<file path="config.mk">
export PLATFORM = sky130hd
export DESIGN_NAME = tft_spi_rx
export DESIGN_NICKNAME = d
export VERILOG_FILES = /design/src/rtl/tft_spi_pkg.sv /design/src/rtl/tft_spi_rx_fifo.sv /design/src/rtl/tft_spi_rx.sv
export SDC_FILE = /design/constraint.sdc
export NUM_CORES = 1
export LEC_CHECK = 0
export ABC_AREA = 1
export CAP_MARGIN = 20
export CORE_ASPECT_RATIO = 0.5
export CORE_UTILIZATION = 55
export DETAILED_ROUTE_END_ITERATION = 10
export GPL_TIMING_DRIVEN = 0
export HOLD_SLACK_MARGIN = 0.08
export PLACE_DENSITY_LB_ADDON = 0.15
export SLEW_MARGIN = 20
export SYNTH_ARGS = -nofsm -noshare
export SYNTH_HDL_FRONTEND = slang
export SYNTH_SLANG_ARGS = --single-unit
</file>
<file path="constraint.sdc">
create_clock -name MasterCLK -period 3 [get_ports MasterCLK]
set_input_delay 0.9 -clock MasterCLK [delete_from_list [all_inputs] [get_ports MasterCLK]]
set_output_delay 0.9 -clock MasterCLK [all_outputs]
set_load 0.02 [all_outputs]
</file>
<file path="src/rtl/tft_spi_pkg.sv">
// Shared definitions for the TFT SPI link.
//   WORD_W_DEFAULT : default bits per SPI word
//   state_e        : receiver FSM encoding (IDLE, SHIFT)
//   DC_CMD/DC_DATA : data/command flag encoding
package tft_spi_pkg;

    localparam int unsigned WORD_W_DEFAULT = 16;

    typedef enum logic {
        IDLE  = 1'b0,
        SHIFT = 1'b1
    } state_e;

    localparam logic DC_CMD  = 1'b0;
    localparam logic DC_DATA = 1'b1;

endpackage

</file>
<file path="src/rtl/tft_spi_rx_fifo.sv">
// Synchronous show-ahead FIFO for received SPI words.
//   clk, rst_n      : clock, asynchronous active-low reset
//   wr_en, wr_data  : push; accepted when not full, or when full with a read in the same cycle
//   full            : all DEPTH entries occupied
//   rd_en           : pop the head entry (ignored when empty)
//   rd_data         : head entry, combinational; holds the last popped entry while empty
//   empty           : no entries stored
module tft_spi_rx_fifo #(
    parameter int unsigned WIDTH = 17,
    parameter int unsigned DEPTH = 4
) (
    input  logic             clk,
    input  logic             rst_n,
    input  logic             wr_en,
    input  logic [WIDTH-1:0] wr_data,
    output logic             full,
    input  logic             rd_en,
    output logic [WIDTH-1:0] rd_data,
    output logic             empty
);

    localparam int unsigned AW = $clog2(DEPTH);

    // Pointers carry one extra wrap bit to tell full from empty.
    logic [AW:0]      wr_ptr_q, rd_ptr_q;
    logic [WIDTH-1:0] mem_q [DEPTH];
    logic [AW-1:0]    wr_idx, rd_idx, last_idx;
    logic             do_wr, do_rd;

    assign wr_idx   = wr_ptr_q[AW-1:0];
    assign rd_idx   = rd_ptr_q[AW-1:0];
    assign last_idx = rd_idx - AW'(1);

    assign empty = (wr_ptr_q == rd_ptr_q);
    assign full  = (wr_ptr_q[AW] != rd_ptr_q[AW]) && (wr_idx == rd_idx);

    assign do_rd = rd_en && !empty;
    // When full, a concurrent read frees the head slot, which is the slot being written.
    assign do_wr = wr_en && (!full || do_rd);

    // The slot behind the read pointer still holds the last popped word while empty.
    assign rd_data = empty ? mem_q[last_idx] : mem_q[rd_idx];

    always_ff @(posedge clk or negedge rst_n) begin
        if (!rst_n) begin
            wr_ptr_q <= '0;
            rd_ptr_q <= '0;
            for (int i = 0; i < int'(DEPTH); i++) begin
                mem_q[i] <= '0;
            end
        end else begin
            if (do_wr) begin
                mem_q[wr_idx] <= wr_data;
                wr_ptr_q      <= wr_ptr_q + (AW + 1)'(1);
            end
            if (do_rd) begin
                rd_ptr_q <= rd_ptr_q + (AW + 1)'(1);
            end
        end
    end

endmodule

</file>
<file path="src/rtl/tft_spi_rx.sv">
// SPI slave receiver for the TFT_SPI link, oversampled in the MasterCLK domain.
//   MasterCLK, MasterRST_n : system clock, asynchronous active-low reset
//   SPI_CLK, SPI_MOSI      : serial clock (idle low, sample on rise) and MSB-first data
//   SPI_CS_n, SPI_DC       : active-low frame select, data(1)/command(0) flag
//   data_o, dc_o, valid_o  : head-of-FIFO word, its DC flag, FIFO non-empty
//   ready_i                : consumer pops the head when valid_o && ready_i
//   frame_err_o            : one-cycle pulse when CS rises mid-word
//   overrun_o, clr_i       : sticky dropped-word flag and its synchronous clear
// WORD_W must be at least 3.
module tft_spi_rx
    import tft_spi_pkg::*;
#(
    parameter int unsigned WORD_W     = WORD_W_DEFAULT,
    parameter int unsigned FIFO_DEPTH = 4
) (
    input  logic              MasterCLK,
    input  logic              MasterRST_n,
    input  logic              SPI_CLK,
    input  logic              SPI_MOSI,
    input  logic              SPI_CS_n,
    input  logic              SPI_DC,
    output logic [WORD_W-1:0] data_o,
    output logic              dc_o,
    output logic              valid_o,
    input  logic              ready_i,
    output logic              frame_err_o,
    output logic              overrun_o,
    input  logic              clr_i
);

    localparam int unsigned CNT_W = $clog2(WORD_W);

    // Synchronisers: SPI_CLK gets a third stage for edge detection; the rest line up with s2.
    logic [2:0] sclk_q;
    logic [1:0] mosi_q, dc_q, cs_q;
    logic       rise, mosi_s, dc_s, cs_s;

    state_e            state_q, state_d;
    logic [CNT_W-1:0]  cnt_q, cnt_d;
    logic [WORD_W-2:0] shreg_q, shreg_d;
    logic              word_done, frame_err_d;

    logic              wr_en_q;
    logic [WORD_W:0]   wr_data_q;
    logic              frame_err_q, overrun_q;
    logic              fifo_full, fifo_empty, rd_en;
    logic [WORD_W:0]   rd_data;

    assign rise   = sclk_q[1] & ~sclk_q[2];
    assign mosi_s = mosi_q[1];
    assign dc_s   = dc_q[1];
    assign cs_s   = cs_q[1];

    always_comb begin
        state_d     = state_q;
        cnt_d       = cnt_q;
        shreg_d     = shreg_q;
        word_done   = 1'b0;
        frame_err_d = 1'b0;
        unique case (state_q)
            IDLE: begin
                cnt_d = '0;
                if (!cs_s) begin
                    state_d = SHIFT;
                end
            end
            SHIFT: begin
                // CS deassertion wins over a coincident clock rise.
                if (cs_s) begin
                    frame_err_d = (cnt_q != '0);
                    cnt_d       = '0;
                    state_d     = IDLE;
                end else if (rise) begin
                    shreg_d   = {shreg_q[WORD_W-3:0], mosi_s};
                    word_done = (cnt_q == CNT_W'(WORD_W - 1));
                    cnt_d     = word_done ? '0 : cnt_q + CNT_W'(1);
                end
            end
            default: state_d = IDLE;
        endcase
    end

    always_ff @(posedge MasterCLK or negedge MasterRST_n) begin
        if (!MasterRST_n) begin
            sclk_q      <= '0;
            mosi_q      <= '0;
            dc_q        <= '0;
            cs_q        <= '1;
            state_q     <= IDLE;
            cnt_q       <= '0;
            shreg_q     <= '0;
            wr_en_q     <= 1'b0;
            wr_data_q   <= '0;
            frame_err_q <= 1'b0;
            overrun_q   <= 1'b0;
        end else begin
            sclk_q      <= {sclk_q[1:0], SPI_CLK};
            mosi_q      <= {mosi_q[0], SPI_MOSI};
            dc_q        <= {dc_q[0], SPI_DC};
            cs_q        <= {cs_q[0], SPI_CS_n};
            state_q     <= state_d;
            cnt_q       <= cnt_d;
            shreg_q     <= shreg_d;
            wr_en_q     <= word_done;
            frame_err_q <= frame_err_d;
            if (word_done) begin
                wr_data_q <= {dc_s, shreg_q, mosi_s};
            end
            // A fresh overrun beats a coincident clear.
            if (wr_en_q && fifo_full && !rd_en) begin
                overrun_q <= 1'b1;
            end else if (clr_i) begin
                overrun_q <= 1'b0;
            end
        end
    end

    assign rd_en = valid_o && ready_i;

    tft_spi_rx_fifo #(
        .WIDTH (WORD_W + 1),
        .DEPTH (FIFO_DEPTH)
    ) u_fifo (
        .clk     (MasterCLK),
        .rst_n   (MasterRST_n),
        .wr_en   (wr_en_q),
        .wr_data (wr_data_q),
        .full    (fifo_full),
        .rd_en   (rd_en),
        .rd_data (rd_data),
        .empty   (fifo_empty)
    );

    assign valid_o     = !fifo_empty;
    assign dc_o        = rd_data[WORD_W];
    assign data_o      = rd_data[WORD_W-1:0];
    assign frame_err_o = frame_err_q;
    assign overrun_o   = overrun_q;

endmodule

</file>
==> run summary <==
fin util -> 67.2%
crit path kind -> flip-flop to output port
Final nets -> 854
1st-iter DRT viols -> 629
worst slew pin tran -> 599 ps
number of global-route vias before repair -> 5440
Post-DP HPWL -> 12900 um
number of port buffers -> 27
antenna-violating nets left -> 0
endpoint type of the worst setup path -> output port
Area growth syn-to-layout -> 18.7%
failing checks -> DRC
Syn Inst Count -> 789
ant diodes -> 0
power density over cell area -> 528 nW/um^2
Slew HR -> 60.0%
most frequent cells in the layout -> nand2_1 (244), dfrtp_1 (121), o21ai_0 (92)
die area -> 11800 um^2
CP Max Fanout -> 10
Tmin final -> 2970 ps
H-tree depth -> 4
via count -> 5963
max cap viols -> 0
Congestion Overflow GR -> 0
die width -> 153 um
hold depth -> 0
CTS sink cnt -> 123
Initial Util -> 56.6%
Mapped Avg Cell Area -> 7.90 um^2
DR pass1 iterations -> 8
Via density -> 5.99
Rows -> 27
number of I/O pins -> 28
Tot Pwr -> 3.90 mW
total CTS buffers -> 17
Clock transition at path regs -> 60 ps
# setup viols final -> 0
Fin Clk Skew -> 7.50 ps
Reg2Reg Depth -> 6
#FFs+latches synth -> 123
CTS tree -> built
Min-Delay Path Class -> flip-flop to flip-flop
Yosys cell types -> 28
Ys Warns -> 0
status -> complete, but fails checks
period utilisation layout -> 98.9%
startpoint types -> flip-flop
RSZ-0062 raised after global routing -> yes
largest net degree at the start of global routing -> 64
DRC violations left -> 4
Peak Freq -> 337 MHz
post-synth net total -> 804
WL final -> 18500 um
layout cells sized above 1 -> 13.0%
VDD IR max -> 0.398 mV
Chip Height -> 77.3 um
gr usage total -> 33.2%
register area share after synthesis -> 49.4%
Placer Congestion -> 0.951
mean routed wirelength per cell -> 18.5 um
commonest non-fill, non-tap cell in the layout -> nand2_1
Setup TNS -> 0 ps
clock root cell -> clkbuf_16
initial antenna violation count -> 0
Final Hold Viols -> 0
Mapped Area -> 6230 um^2
hold_buf cts -> 0
worst skew pair latency -> 420 ps
WP data required -> 2100 ps
first-pass GRT wire length -> 29400 um
Clock Tree Buf Depth -> 2
CP arrival -> 2070 ps
Placeable Area -> 11000 um^2
P_leak -> 3.63 nW
Slew Limit Fails -> 0
-- worst max-delay path: stages (launching register included) --
cell and delay, ps:
dfrtp_1 390, ha_1 320, buf_6 160, clkinv_4 100
buf_8 140, nor2_1 50, o21ai_1 150, nand3_1 100
nand2_2 90, buf_4 140
-- final timing paths --
check,from,endpoint,slack [ps]
setup / recovery,u_fifo.rd_ptr_q[1],data_o[7],30
hold / removal,dc_q[0],dc_q[1],350
setup reg to reg,u_fifo.wr_ptr_q[0],u_fifo.mem_q[31],1030
hold reg to reg,dc_q[0],dc_q[1],350
max in group asynchronous,MasterRST_n,cs_q[1],1780
min in group asynchronous,MasterRST_n,u_fifo.mem_q[14],450
-- logic make-up (layout without fill, tap and decap cells) --
kind of cell	count (synthesis)	after routing	synth area share (%)
adders and majority gates	7	7	1.40
DFF	123	123	49.4
xor gates and xnor gates	2	2	0.281
buffers and inverters	109	171	7.55
and+or+nand+nor	393	393	28.2
AOI/OAI and AO/OA	155	155	13.1
-- cell usage after synthesis (all sizes together) --
cell type | n | area (um^2)
buf | 28 | 164
inv | 46 | 175
ha | 7 | 87.6
nand2 | 254 | 978
dfrtp | 121 | 3030
xor2 | 1 | 8.76
o211ai | 17 | 128
nand3 | 29 | 173
nor2 | 39 | 164
o21ai | 119 | 596
dfstp | 2 | 52.6
a21oi | 18 | 90.1
a31oi | 1 | 6.26
xnor2 | 1 | 8.76
clkinv | 1 | 3.75
clkbuf | 34 | 128
nand4 | 71 | 444
-- registers in the layout, indices dropped and copies added, names as in the netlist, 3 cells and up --
register,cells
wr_data_q,17
u_fifo.mem_q,68
u_fifo.rd_ptr_q,3
cnt_q,4
sclk_q,3
u_fifo.wr_ptr_q,3
shreg_q,15
-- through the flow --
step                      setup WS [ps]  cell area [um^2]  hold slack [ps]  instances
after floorplan                     476              6230              331        789
after global placement            -3730              6690              334        961
after detailed placement           -419              6720              336        962
after CTS                          7.22              7350              350        995
after global routing              -38.8              7400              354        996
final                              34.5              7400              348        996
-- metal layers --
layer / global-route usage, % / part of all wire, %
met1: 50.1 / 45
met4: 9.60 / 1.6
met2: 43.4 / 39
met5: 0 / 0
met3: 12.5 / 15
-- timing repair --
item                                   4_1_cts  5_1_grt
pin swaps                                    0        9
endpoints found under the hold margin        0        0
buffers inserted                             2        1
setup endpoints to repair                   18       18
resized for setup                           99       44
-- area by class of cell --
cell class | instances | area, um^2
Multi-Input combinational cell | 557 | 2690
Clock buffer | 17 | 425
Inverter | 47 | 184
Fill cell | 910 | 3610
Tap cell | 145 | 181
Sequential cell | 123 | 3080
Clock inverter | 14 | 183
Buffer | 62 | 389
Timing Repair Buffer | 31 | 262
-- power by group --
| part | leakage (nW) | total (mW) | internal, mW | switching, mW |
|---|---|---|---|---|
| clock network | 0.293 | 2.13 | 1.32 | 0.807 |
| logic | 1.65 | 0.0765 | 0.0221 | 0.0545 |
| registers | 1.69 | 1.70 | 1.69 | 0.0130 |
| total | 3.63 | 3.90 | 3.03 | 0.874 |
(Power assumes the default switching activity.)
==> variant: new RTL, config.mk and constraints unchanged <==
Set the parameter `FIFO_DEPTH` to 16 (it was 4).
--- a/src/rtl/tft_spi_rx.sv
+++ b/src/rtl/tft_spi_rx.sv
@@ -12,5 +12,5 @@
 #(
     parameter int unsigned WORD_W     = WORD_W_DEFAULT,
-    parameter int unsigned FIFO_DEPTH = 4
+    parameter int unsigned FIFO_DEPTH = 16
 ) (
     input  logic              MasterCLK,
Function: same outputs for any inputs over 10 cycles, from zero or initial values and one cycle with MasterRST_n low; that may be too few to reach the edited logic, so the function may still have changed.
==> variant against the unedited design <==
  * Setup slack worse by 0.82 ns
  * Synthesized area rose to 3.3 times the old value
  * Final area rose to 3.3 times the old value
  * The flow finishes with violations (design-rule violations, negative setup slack)
  * Critical path depth up 2
  * Utilization down 0.67 points
  * Routed wire length rose to 4.8 times the old value
  * Highest routed layer unchanged
  * Sequential cell count up 208
  * Total power up 120%
==> variant: results <==
export IMPL_dp_cells=3559
export IMPL_placed_area_mm2=0.0214
export IMPL_grt_max_degree=102
export IMPL_wirelength_met1_um=36300
export IMPL_setup_viol=18
export IMPL_use_met1_pct=68.2
export IMPL_slew_headroom_pct=12.0
export IMPL_finalHoldWorstSlack_ns=0.235
export IMPL_r2r_end="u_fifo.mem_q[67]"
export IMPL_first_iter_violations=3762
export IMPL_wl_met2_um=34300
export IMPL_grt_pass1_wl_um=130000
export IMPL_drive_above_1_share_pct=13.8
export IMPL_crit_path_max_incr_delay_ns=0.37
export IMPL_synth_seq_area_share_pct=40.6
export IMPL_drc=2
export IMPL_fin_skew_ns=0.0170
export IMPL_path_clk_slew_ns=0.08
export IMPL_place_gp_congestion=1.10
export IMPL_via_count=22468
export IMPL_cts_resized_gates=326
export IMPL_wire_per_inst_um=24.5
export IMPL_avgSynthCellArea_um2=6.70
export IMPL_grt_pass1_vias=20554
export IMPL_use_met3_pct=17.0
export IMPL_synth_nets=3061
export IMPL_finalWorstSetupSlack_ns=-0.782
export IMPL_timing_hold_worst_class="input port to async pin"
export IMPL_grt_usage_pct=46.7
export IMPL_r2r_start="wr_en_q"
export IMPL_post_cts_setup_buffers=25
export IMPL_grt_util_met2_pct=60.8
export IMPL_viasPerCell=6.16
export IMPL_route_met3_wl_um=14300
export IMPL_status="finished with violations"
export IMPL_hpwlAfterDp_um=65800
export IMPL_p_leak_nw=12.8
export IMPL_cts_buffers=30
export IMPL_crit_arrival_ns=2.88
export IMPL_r2r_worst_path_cells=5
export IMPL_fill_cells=3283
export IMPL_violations="design-rule violations, negative setup slack"
export IMPL_biggestRegsByFlops="u_fifo.mem_q: 272 flops, wr_data_q: 17 flops, shreg_q: 15 flops"
export IMPL_fin_tns_setup_ns=-12.87
variant: layout make-up:
cell class	instances	area [um2]	area share [%]
clock inverters	12	149	0.618
clock buffers	38	832	3.45
plain buffers	248	1670	6.92
flip-flops and latches	331	8290	34.4
inverters	307	1180	4.91
multi-input cells	2157	10600	43.8
well taps	484	606	2.51
repair buffers	68	817	3.39
variant: power breakdown:
| part | switching [mW] | total (mW) | internal [mW] | leakage [nW] |
|---|---|---|---|---|
| clock | 1.88 | 4.09 | 2.21 | 0.484 |
| combinational | 0.112 | 0.142 | 0.0301 | 7.75 |
| sequential | 0.0135 | 4.50 | 4.49 | 4.60 |
| total | 2.01 | 8.74 | 6.73 | 12.8 |
variant: cells by family (layout without fill, tap and decap cells):
kind of cell | after synthesis | count (layout) | share of synthesized area (%)
DFF | 331 | 331 | 40.6
adders and majority gates | 8 | 8 | 0.490
AOI/OAI and AO/OA | 37 | 37 | 0.938
and+or+nand+nor | 2097 | 2097 | 45.3
buffers and inverters | 557 | 673 | 12.0
xor gates and xnor gates | 15 | 15 | 0.680
variant: worst max-delay path by stage:
stage | startpoint | end | slack [ns] | depth (start not counted)
final | u_fifo.rd_ptr_q[0] | data_o[11] | -0.78 | 11
after CTS | u_fifo.rd_ptr_q[0] | data_o[0] | -0.71 | 16
after global placement | MasterRST_n | u_fifo.mem_q[217] | -13.23 | 1
after floorplan | u_fifo.rd_ptr_q[0] | data_o[12] | -0.007 | 15
after global routing | u_fifo.rd_ptr_q[0] | data_o[14] | -0.80 | 16
after detailed placement | u_fifo.rd_ptr_q[1] | data_o[5] | -1.51 | 15
variant: worst max-delay path: cells and delay by family, from the launching register on:
family        cells  cell delay (ns)
flops             1             0.37
buf+inv           4             0.98
simple gates      7             0.92
